**src/rtl/lsu_pkg.sv**
```systemverilog
// Shared types, funct3 codes and lane/mask helpers for the LSU data-memory path.
package lsu_pkg;

  typedef enum logic [1:0] {IDLE, ACCESS, WAIT, DONE} lsu_state_t;

  localparam logic [2:0] F3_LB  = 3'b000;
  localparam logic [2:0] F3_LH  = 3'b001;
  localparam logic [2:0] F3_LW  = 3'b010;
  localparam logic [2:0] F3_LBU = 3'b100;
  localparam logic [2:0] F3_LHU = 3'b101;
  localparam logic [2:0] F3_SB  = 3'b000;
  localparam logic [2:0] F3_SH  = 3'b001;
  localparam logic [2:0] F3_SW  = 3'b010;

  localparam logic [3:0] MASK_WORD = 4'b1111;

  // Halfwords ignore addr[0] and words ignore addr[1:0]; codes 011/11x act as words.
  function automatic logic [1:0] align_off(input logic [2:0] f3, input logic [1:0] off);
    case (f3[1:0])
      F3_SB[1:0]: align_off = off;
      F3_SH[1:0]: align_off = {off[1], 1'b0};
      default:    align_off = 2'b00;
    endcase
  endfunction

  function automatic logic [3:0] byte_mask(input logic [2:0] f3, input logic [1:0] off);
    case (f3[1:0])
      F3_SB[1:0]: byte_mask = 4'b0001 << off;
      F3_SH[1:0]: byte_mask = off[1] ? 4'b1100 : 4'b0011;
      default:    byte_mask = MASK_WORD;
    endcase
  endfunction

  function automatic logic [31:0] lane_data(input logic [2:0] f3, input logic [31:0] sd);
    case (f3[1:0])
      F3_SB[1:0]: lane_data = {4{sd[7:0]}};
      F3_SH[1:0]: lane_data = {2{sd[15:0]}};
      F3_SW[1:0]: lane_data = sd;
      default:    lane_data = sd;
    endcase
  endfunction

endpackage

```
**src/rtl/lsu_load_align.sv**
```systemverilog
// Load formatter: picks the byte/half lane from a memory word and sign/zero-extends it.
module lsu_load_align
  import lsu_pkg::*;
(
  input  logic [2:0]  funct3_i,
  input  logic [1:0]  offset_i,
  input  logic [31:0] rdata_i,
  output logic [31:0] data_o
);

  logic [7:0]  byte_sel;
  logic [15:0] half_sel;

  always_comb begin
    byte_sel = rdata_i[{offset_i, 3'b000} +: 8];
    half_sel = offset_i[1] ? rdata_i[31:16] : rdata_i[15:0];
    case (funct3_i)
      F3_LB:   data_o = {{24{byte_sel[7]}}, byte_sel};
      F3_LBU:  data_o = {24'h0, byte_sel};
      F3_LH:   data_o = {{16{half_sel[15]}}, half_sel};
      F3_LHU:  data_o = {16'h0, half_sel};
      F3_LW:   data_o = rdata_i;
      default: data_o = rdata_i;
    endcase
  end

endmodule

```
**src/rtl/lsu_dmem_ctrl.sv**
```systemverilog
// MEM-stage load/store unit in front of dram_top; stalls the pipeline per access.
// Optional macro LSU_MISALIGN_TRAP_EN turns misaligned accesses into an lsu_err pulse.
//
// state  | meaning
// IDLE   | waiting for mem_read/mem_write; latches the request
// ACCESS | one-cycle dmem request strobe (store or load)
// WAIT   | load outstanding, counting towards TIMEOUT
// DONE   | result/err presented, stall released for one cycle
module lsu_dmem_ctrl
  import lsu_pkg::*;
#(
  parameter int TIMEOUT  = 8,
  parameter int ADDR_LSB = 2
) (
  input  logic        clk,
  input  logic        rst,
  input  logic        mem_read,
  input  logic        mem_write,
  input  logic [2:0]  funct3,
  input  logic [31:0] addr,
  input  logic [31:0] store_data,
  output logic        stall,
  output logic [31:0] load_data,
  output logic        lsu_err,
  output logic        dmem_request,
  output logic        dmem_load,
  output logic        dmem_w_en,
  output logic [7:0]  dmem_address,
  output logic [31:0] dmem_write_data,
  output logic [3:0]  dmem_masking,
  input  logic        dmem_valid,
  input  logic [31:0] dmem_read_data
);

  lsu_state_t  state_q, state_d;
  logic [2:0]  f3_q, f3_d;
  logic [1:0]  off_q, off_d;
  logic        store_q, store_d;
  logic [3:0]  cnt_q, cnt_d;
  logic [31:0] load_data_q, load_data_d;
  logic        err_q, err_d;
  logic        req_q, req_d;
  logic        ld_q, ld_d;
  logic        wen_q, wen_d;
  logic [7:0]  addr_q, addr_d;
  logic [31:0] wdata_q, wdata_d;
  logic [3:0]  mask_q, mask_d;
  logic        op, trap;
  logic [1:0]  off_aln;
  logic [31:0] fmt_data;
  logic        unused_addr_hi;

  assign op             = mem_read | mem_write;
  assign off_aln        = align_off(funct3, addr[1:0]);
  assign unused_addr_hi = ^addr[31:ADDR_LSB+8];

`ifdef LSU_MISALIGN_TRAP_EN
  assign trap = op & (off_aln != addr[1:0]);
`else
  assign trap = 1'b0;
`endif

  lsu_load_align u_align (
    .funct3_i (f3_q),
    .offset_i (off_q),
    .rdata_i  (dmem_read_data),
    .data_o   (fmt_data)
  );

  always_ff @(posedge clk or negedge rst) begin
    if (!rst) begin
      state_q     <= IDLE;
      f3_q        <= 3'b000;
      off_q       <= 2'b00;
      store_q     <= 1'b0;
      cnt_q       <= 4'd0;
      load_data_q <= 32'h0;
      err_q       <= 1'b0;
      req_q       <= 1'b0;
      ld_q        <= 1'b0;
      wen_q       <= 1'b0;
      addr_q      <= 8'h00;
      wdata_q     <= 32'h0;
      mask_q      <= 4'h0;
    end else begin
      state_q     <= state_d;
      f3_q        <= f3_d;
      off_q       <= off_d;
      store_q     <= store_d;
      cnt_q       <= cnt_d;
      load_data_q <= load_data_d;
      err_q       <= err_d;
      req_q       <= req_d;
      ld_q        <= ld_d;
      wen_q       <= wen_d;
      addr_q      <= addr_d;
      wdata_q     <= wdata_d;
      mask_q      <= mask_d;
    end
  end

  always_comb begin
    state_d     = state_q;
    f3_d        = f3_q;
    off_d       = off_q;
    store_d     = store_q;
    cnt_d       = cnt_q;
    load_data_d = load_data_q;
    addr_d      = addr_q;
    wdata_d     = wdata_q;
    mask_d      = mask_q;
    err_d       = 1'b0;
    req_d       = 1'b0;
    ld_d        = 1'b0;
    wen_d       = 1'b0;
    stall       = 1'b0;

    case (state_q)
      IDLE: begin
        stall = op;
        if (trap) begin
          state_d     = DONE;
          err_d       = 1'b1;
          load_data_d = 32'h0;
        end else if (op) begin
          // A simultaneous read+write is issued as the store.
          state_d = ACCESS;
          f3_d    = funct3;
          off_d   = off_aln;
          store_d = mem_write;
          addr_d  = addr[ADDR_LSB+7:ADDR_LSB];
          wdata_d = lane_data(funct3, store_data);
          mask_d  = byte_mask(funct3, off_aln);
          req_d   = 1'b1;
          wen_d   = mem_write;
          ld_d    = ~mem_write;
        end
      end
      ACCESS: begin
        stall   = 1'b1;
        cnt_d   = 4'd0;
        state_d = store_q ? DONE : WAIT;
      end
      WAIT: begin
        stall = 1'b1;
        cnt_d = cnt_q + 4'd1;
        if (dmem_valid) begin
          load_data_d = fmt_data;
          state_d     = DONE;
        end else if (cnt_q == 4'(TIMEOUT - 1)) begin
          load_data_d = 32'h0;
          err_d       = 1'b1;
          state_d     = DONE;
        end
      end
      DONE: begin
        state_d = IDLE;
      end
      default: begin
        state_d = IDLE;
      end
    endcase
  end

  assign load_data       = load_data_q;
  assign lsu_err         = err_q;
  assign dmem_request    = req_q;
  assign dmem_load       = ld_q;
  assign dmem_w_en       = wen_q;
  assign dmem_address    = addr_q;
  assign dmem_write_data = wdata_q;
  assign dmem_masking    = mask_q;

endmodule

```
**config.mk**
```make
export PLATFORM = sky130hd
export DESIGN_NAME = lsu_dmem_ctrl
export DESIGN_NICKNAME = d
export VERILOG_FILES = /design/src/rtl/lsu_pkg.sv /design/src/rtl/lsu_load_align.sv /design/src/rtl/lsu_dmem_ctrl.sv
export SDC_FILE = /design/constraint.sdc
export NUM_CORES = 1
export LEC_CHECK = 0
export CORE_MARGIN = 2
export CORE_UTILIZATION = 26
export CTS_CLUSTER_DIAMETER = 100
export CTS_CLUSTER_SIZE = 16
export DETAILED_ROUTE_END_ITERATION = 6
export MAX_ROUTING_LAYER = met4
export PLACE_DENSITY = 0.55
export SLEW_MARGIN = 40
export SYNTH_ARGS = -nofsm -noshare
export SYNTH_HDL_FRONTEND = slang
export SYNTH_HIERARCHICAL = 1
export SYNTH_SLANG_ARGS = --single-unit
export TNS_END_PERCENT = 1
```
**constraint.sdc**
```tcl
create_clock -name clk -period 2.25 [get_ports clk]
set_clock_uncertainty 0.2 [all_clocks]
set_input_delay 0.45 -clock clk [delete_from_list [all_inputs] [get_ports clk]]
set_output_delay 0.45 -clock clk [all_outputs]
set_load 0.02 [all_outputs]
```
==> key figures <==
Run status
  • Status: finished clean

Finish
  • Layout cells sized above 1: 0.144
  • Area Overhead vs Synth: 49.6%
  • Final std cell area, no fill: 7090 µm²
  • Post-layout util: 0.396
  • Layout net count: 729

Floorplanning
  • Vert. Die Dim: 139 µm
  • Initial Util: 0.265
  • Cell row count: 49
  • Ports placed on the boundary: 185
  • Area enclosed by the die boundary: 19,300 µm²
  • Placeable core area: 17,900 µm²
  • Chip width: 139 µm

Global routing
  • Residual overflow from global routing: 0
  • Vias in the first global route: 4,255
  • GRT met2 Usage: 0.234
  • Pin count of the biggest net entering global routing: 58
  • Total GRT Usage: 0.155
  • Met1 routing resource usage after global routing: 0.201
  • Global route hottest layer: met2
  • Wire length of the first global-routing pass: 23,000 µm
  • Antenna violations before repair: 2
  • Global-route track usage on met3: 0.0452

STA
  • Final count of pins violating max slew: 0
  • Smallest hold slack: 0.279 ns
  • Minimum clock period after layout: 2.08 ns
  • Total negative slack: 0 ns
  • Highest clock rate: 481 MHz
  • Setup repair after global routing missed its margin: no
  • Number of hold-slack violations in the final timing report: 0
  • Transition time of the tightest slew-check pin: 0.594 ns
  • Share of the cycle needed by the critical path after routing: 0.924
  • Relative slew margins: 0.603
  • Setup violation total in the final timing report: 0

Power
  • Static Leak: 3.14 nW
  • PD cells: 1390 nW/µm²
  • Worst-case vdd ir drop: 0.565 mV

Yosys
  • Top cell types by occurrence after synthesis: sky130_fd_sc_hd__nand2_1 (93), sky130_fd_sc_hd__dfrtp_1 (92), sky130_fd_sc_hd__a22o_1 (34)
  • Post-synthesis cell count: 441
  • Mean area per synthesized cell: 10.7 µm²
  • Post-synth cell types: 45
  • Number of storage elements in the synthesis netlist: 92
  • Synth Flop Type: sky130_fd_sc_hd__dfrtp_1
  • Top cells by area in the synthesized netlist: sky130_fd_sc_hd__dfrtp_1 (49%), sky130_fd_sc_hd__nand2_1 (7.4%), sky130_fd_sc_hd__mux2i_1 (6.8%)
  • Most numerous cell in the Yosys netlist: sky130_fd_sc_hd__nand2_1
  • Count of flip-flops with a built-in enable after synthesis: 0
  • FFs w/ async S/R, synth: 1.00
  • Synth Net Count: 551
  • Cell type with the largest total area after synthesis: sky130_fd_sc_hd__dfrtp_1
  • Share of the synthesized area in the top cell type: 0.486
  • Portion of the post-synthesis area used by sequential elements: 0.486
  • Syn. warnings: 6
  • Combined area of all synthesized cells: 4740 µm²

CTS
  • Clock network latency to the later pin of the worst-skew pair: 0.34 ns
  • Htree depth: 3
  • Post-CTS setup buffer count: 0
  • CTS root buf: sky130_fd_sc_hd__clkbuf_16
  • Clock-pin slew on the worst setup and hold paths: 0.06 ns
  • Sinks on Clock Net: 92
  • TritonCTS buffer count: 9
  • Clock tree from TritonCTS: done
  • Maximum clock insertion buffer count: 2

Route
  • Number of vias after detailed routing: 4,051
  • Count of nets left with antenna violations after detail routing: 0
  • Post-detailed-routing wire length: 14,600 µm
  • Number of DRC markers in iteration 0: 169
  • DR pass1 iterations: 4
  • Via count normalized by instance count: 4.74
  • Number of design rule violations left after detail routing: 0
  • Routed wirelength normalized by instance count: 17.1 µm

Setup path
  • Arrival @ worst endpoint: 1.43 ns
  • Critical-path maximum fanout: 2
  • Worst R2R Path Depth: 5
  • Startpoint-to-endpoint class of the critical path: flip-flop to primary output
  • Critical path capture point type: primary output
  • Startpoint type of the worst setup path: flip-flop
  • Required time at the worst-slack endpoint: 1.60 ns

Min path
  • Class of the tightest hold or removal check: flip-flop to flip-flop
  • Number of instances on the worst hold path: 2

Place
  • Port Buffers: 162
  • Placer's final routability congestion estimate: 0.810
  • Placed wire-length estimate: 11,000 µm
  • Cell area reported after detailed placement: 6790 µm²

Run
  • MaxCap Viol Count: 0
## path summary, 6_finish.rpt
kind / start / slack, ns / endpoint
worst min-delay path: dmem_address[7]$_DFFE_PN0P_ / 0.28 / dmem_address[7]$_DFFE_PN0P_
min in group asynchronous: rst / 0.39 / dmem_write_data[23]$_DFFE_PN0P_
worst max-delay path: state_q[0]$_DFFE_PN0P_ / 0.17 / stall
max in group asynchronous: rst / 0.93 / dmem_write_data[6]$_DFFE_PN0P_
worst max register to register: off_q[0]$_DFFE_PN0P_ / 0.27 / load_data[11]$_DFFE_PN0P_
worst min register to register: dmem_address[7]$_DFFE_PN0P_ / 0.28 / dmem_address[7]$_DFFE_PN0P_
## logic make-up after synthesis
group / count (synthesis) / synth area share
AND/OR/NAND/NOR: 134 / 0.129
buffers and inverters: 41 / 0.0502
multiplexers: 45 / 0.0993
AO/OA/AOI/OAI: 123 / 0.220
flip-flops: 92 / 0.486
adder cells (fa/ha/maj): 6 / 0.0158
## state kept, by name (all words and copies together) (netlist names)
name and count:
dmem_load 1, off_q 2, state_q 2, lsu_err 1, dmem_w_en 1, dmem_masking 4
cnt_q 4, dmem_request 1, dmem_address 8, dmem_write_data 32, load_data 32, store_q 1
f3_q 3
## critical path: stages, from the launching register on
cell	delay, ns
sky130_fd_sc_hd__dfrtp_1	0.36
sky130_fd_sc_hd__inv_1	0.06
sky130_fd_sc_hd__ha_2	0.32
sky130_fd_sc_hd__inv_1	0.06
sky130_fd_sc_hd__a21oi_1	0.11
sky130_fd_sc_hd__buf_2	0.17
## layer usage
layer,share of wire,vias to the layer above
li1,-,1944
met1,0.46,1945
met2,0.45,145
met3,0.077,17
met4,0.015,0
met5,0,-
## where the power goes
group          internal (mW)  leakage [nW]  switching [mW]
Clock                  0.852         0.142           0.649
Sequential              2.40          1.15           0.484
Combinational           2.69          1.85            2.77
## cells in the final DEF (no fill, tap or decap), types with 12 or more instances in the layout
cell type	n
sky130_fd_sc_hd__o21ai_0	26
sky130_fd_sc_hd__nor2b_1	14
sky130_fd_sc_hd__dfrtp_1	92
sky130_fd_sc_hd__buf_4	30
sky130_fd_sc_hd__mux2_2	12
sky130_fd_sc_hd__mux2i_1	32
sky130_fd_sc_hd__nand2_1	93
sky130_fd_sc_hd__a22o_1	34
sky130_fd_sc_hd__clkdlybuf4s50_1	160
sky130_fd_sc_hd__a2bb2oi_2	14
## timing repair
| item | CTS | global route |
|---|---|---|
| pin swaps | 0 | 0 |
| hold buffers | 1 | 0 |
| hold endpoints to repair | 27 | 0 |
| resized for setup | 3 | 2 |
| cloned | 0 | 0 |
| setup endpoints to repair | 1 | 1 |
## per-stage QoR
| stage | total power [mW] | setup slack [ns] | instances |
|---|---|---|---|
| finish | 9.85 | 0.171 | 854 |
| global route | 10.5 | 0.0843 | 854 |
| CTS | 9.99 | 0.0321 | 852 |
| detailed placement | 8.42 | -0.224 | 836 |
| global placement | 8.34 | -0.221 | 836 |
| floorplan | 6.02 | 0.103 | 441 |
## area by class of cell
| cell class | count | area, µm² |
|---|---|---|
| Clock buffer | 10 | 229 |
| Timing Repair Buffer | 198 | 1960 |
| Antenna cell | 2 | 5.00 |
| Clock inverter | 5 | 53.8 |
| Multi-Input combinational cell | 308 | 2210 |
| Tap cell | 229 | 287 |
| Sequential cell | 92 | 2300 |
| Inverter | 10 | 37.5 |
| Fill cell | 1743 | 10800 |
(Power assumes the default switching activity.)
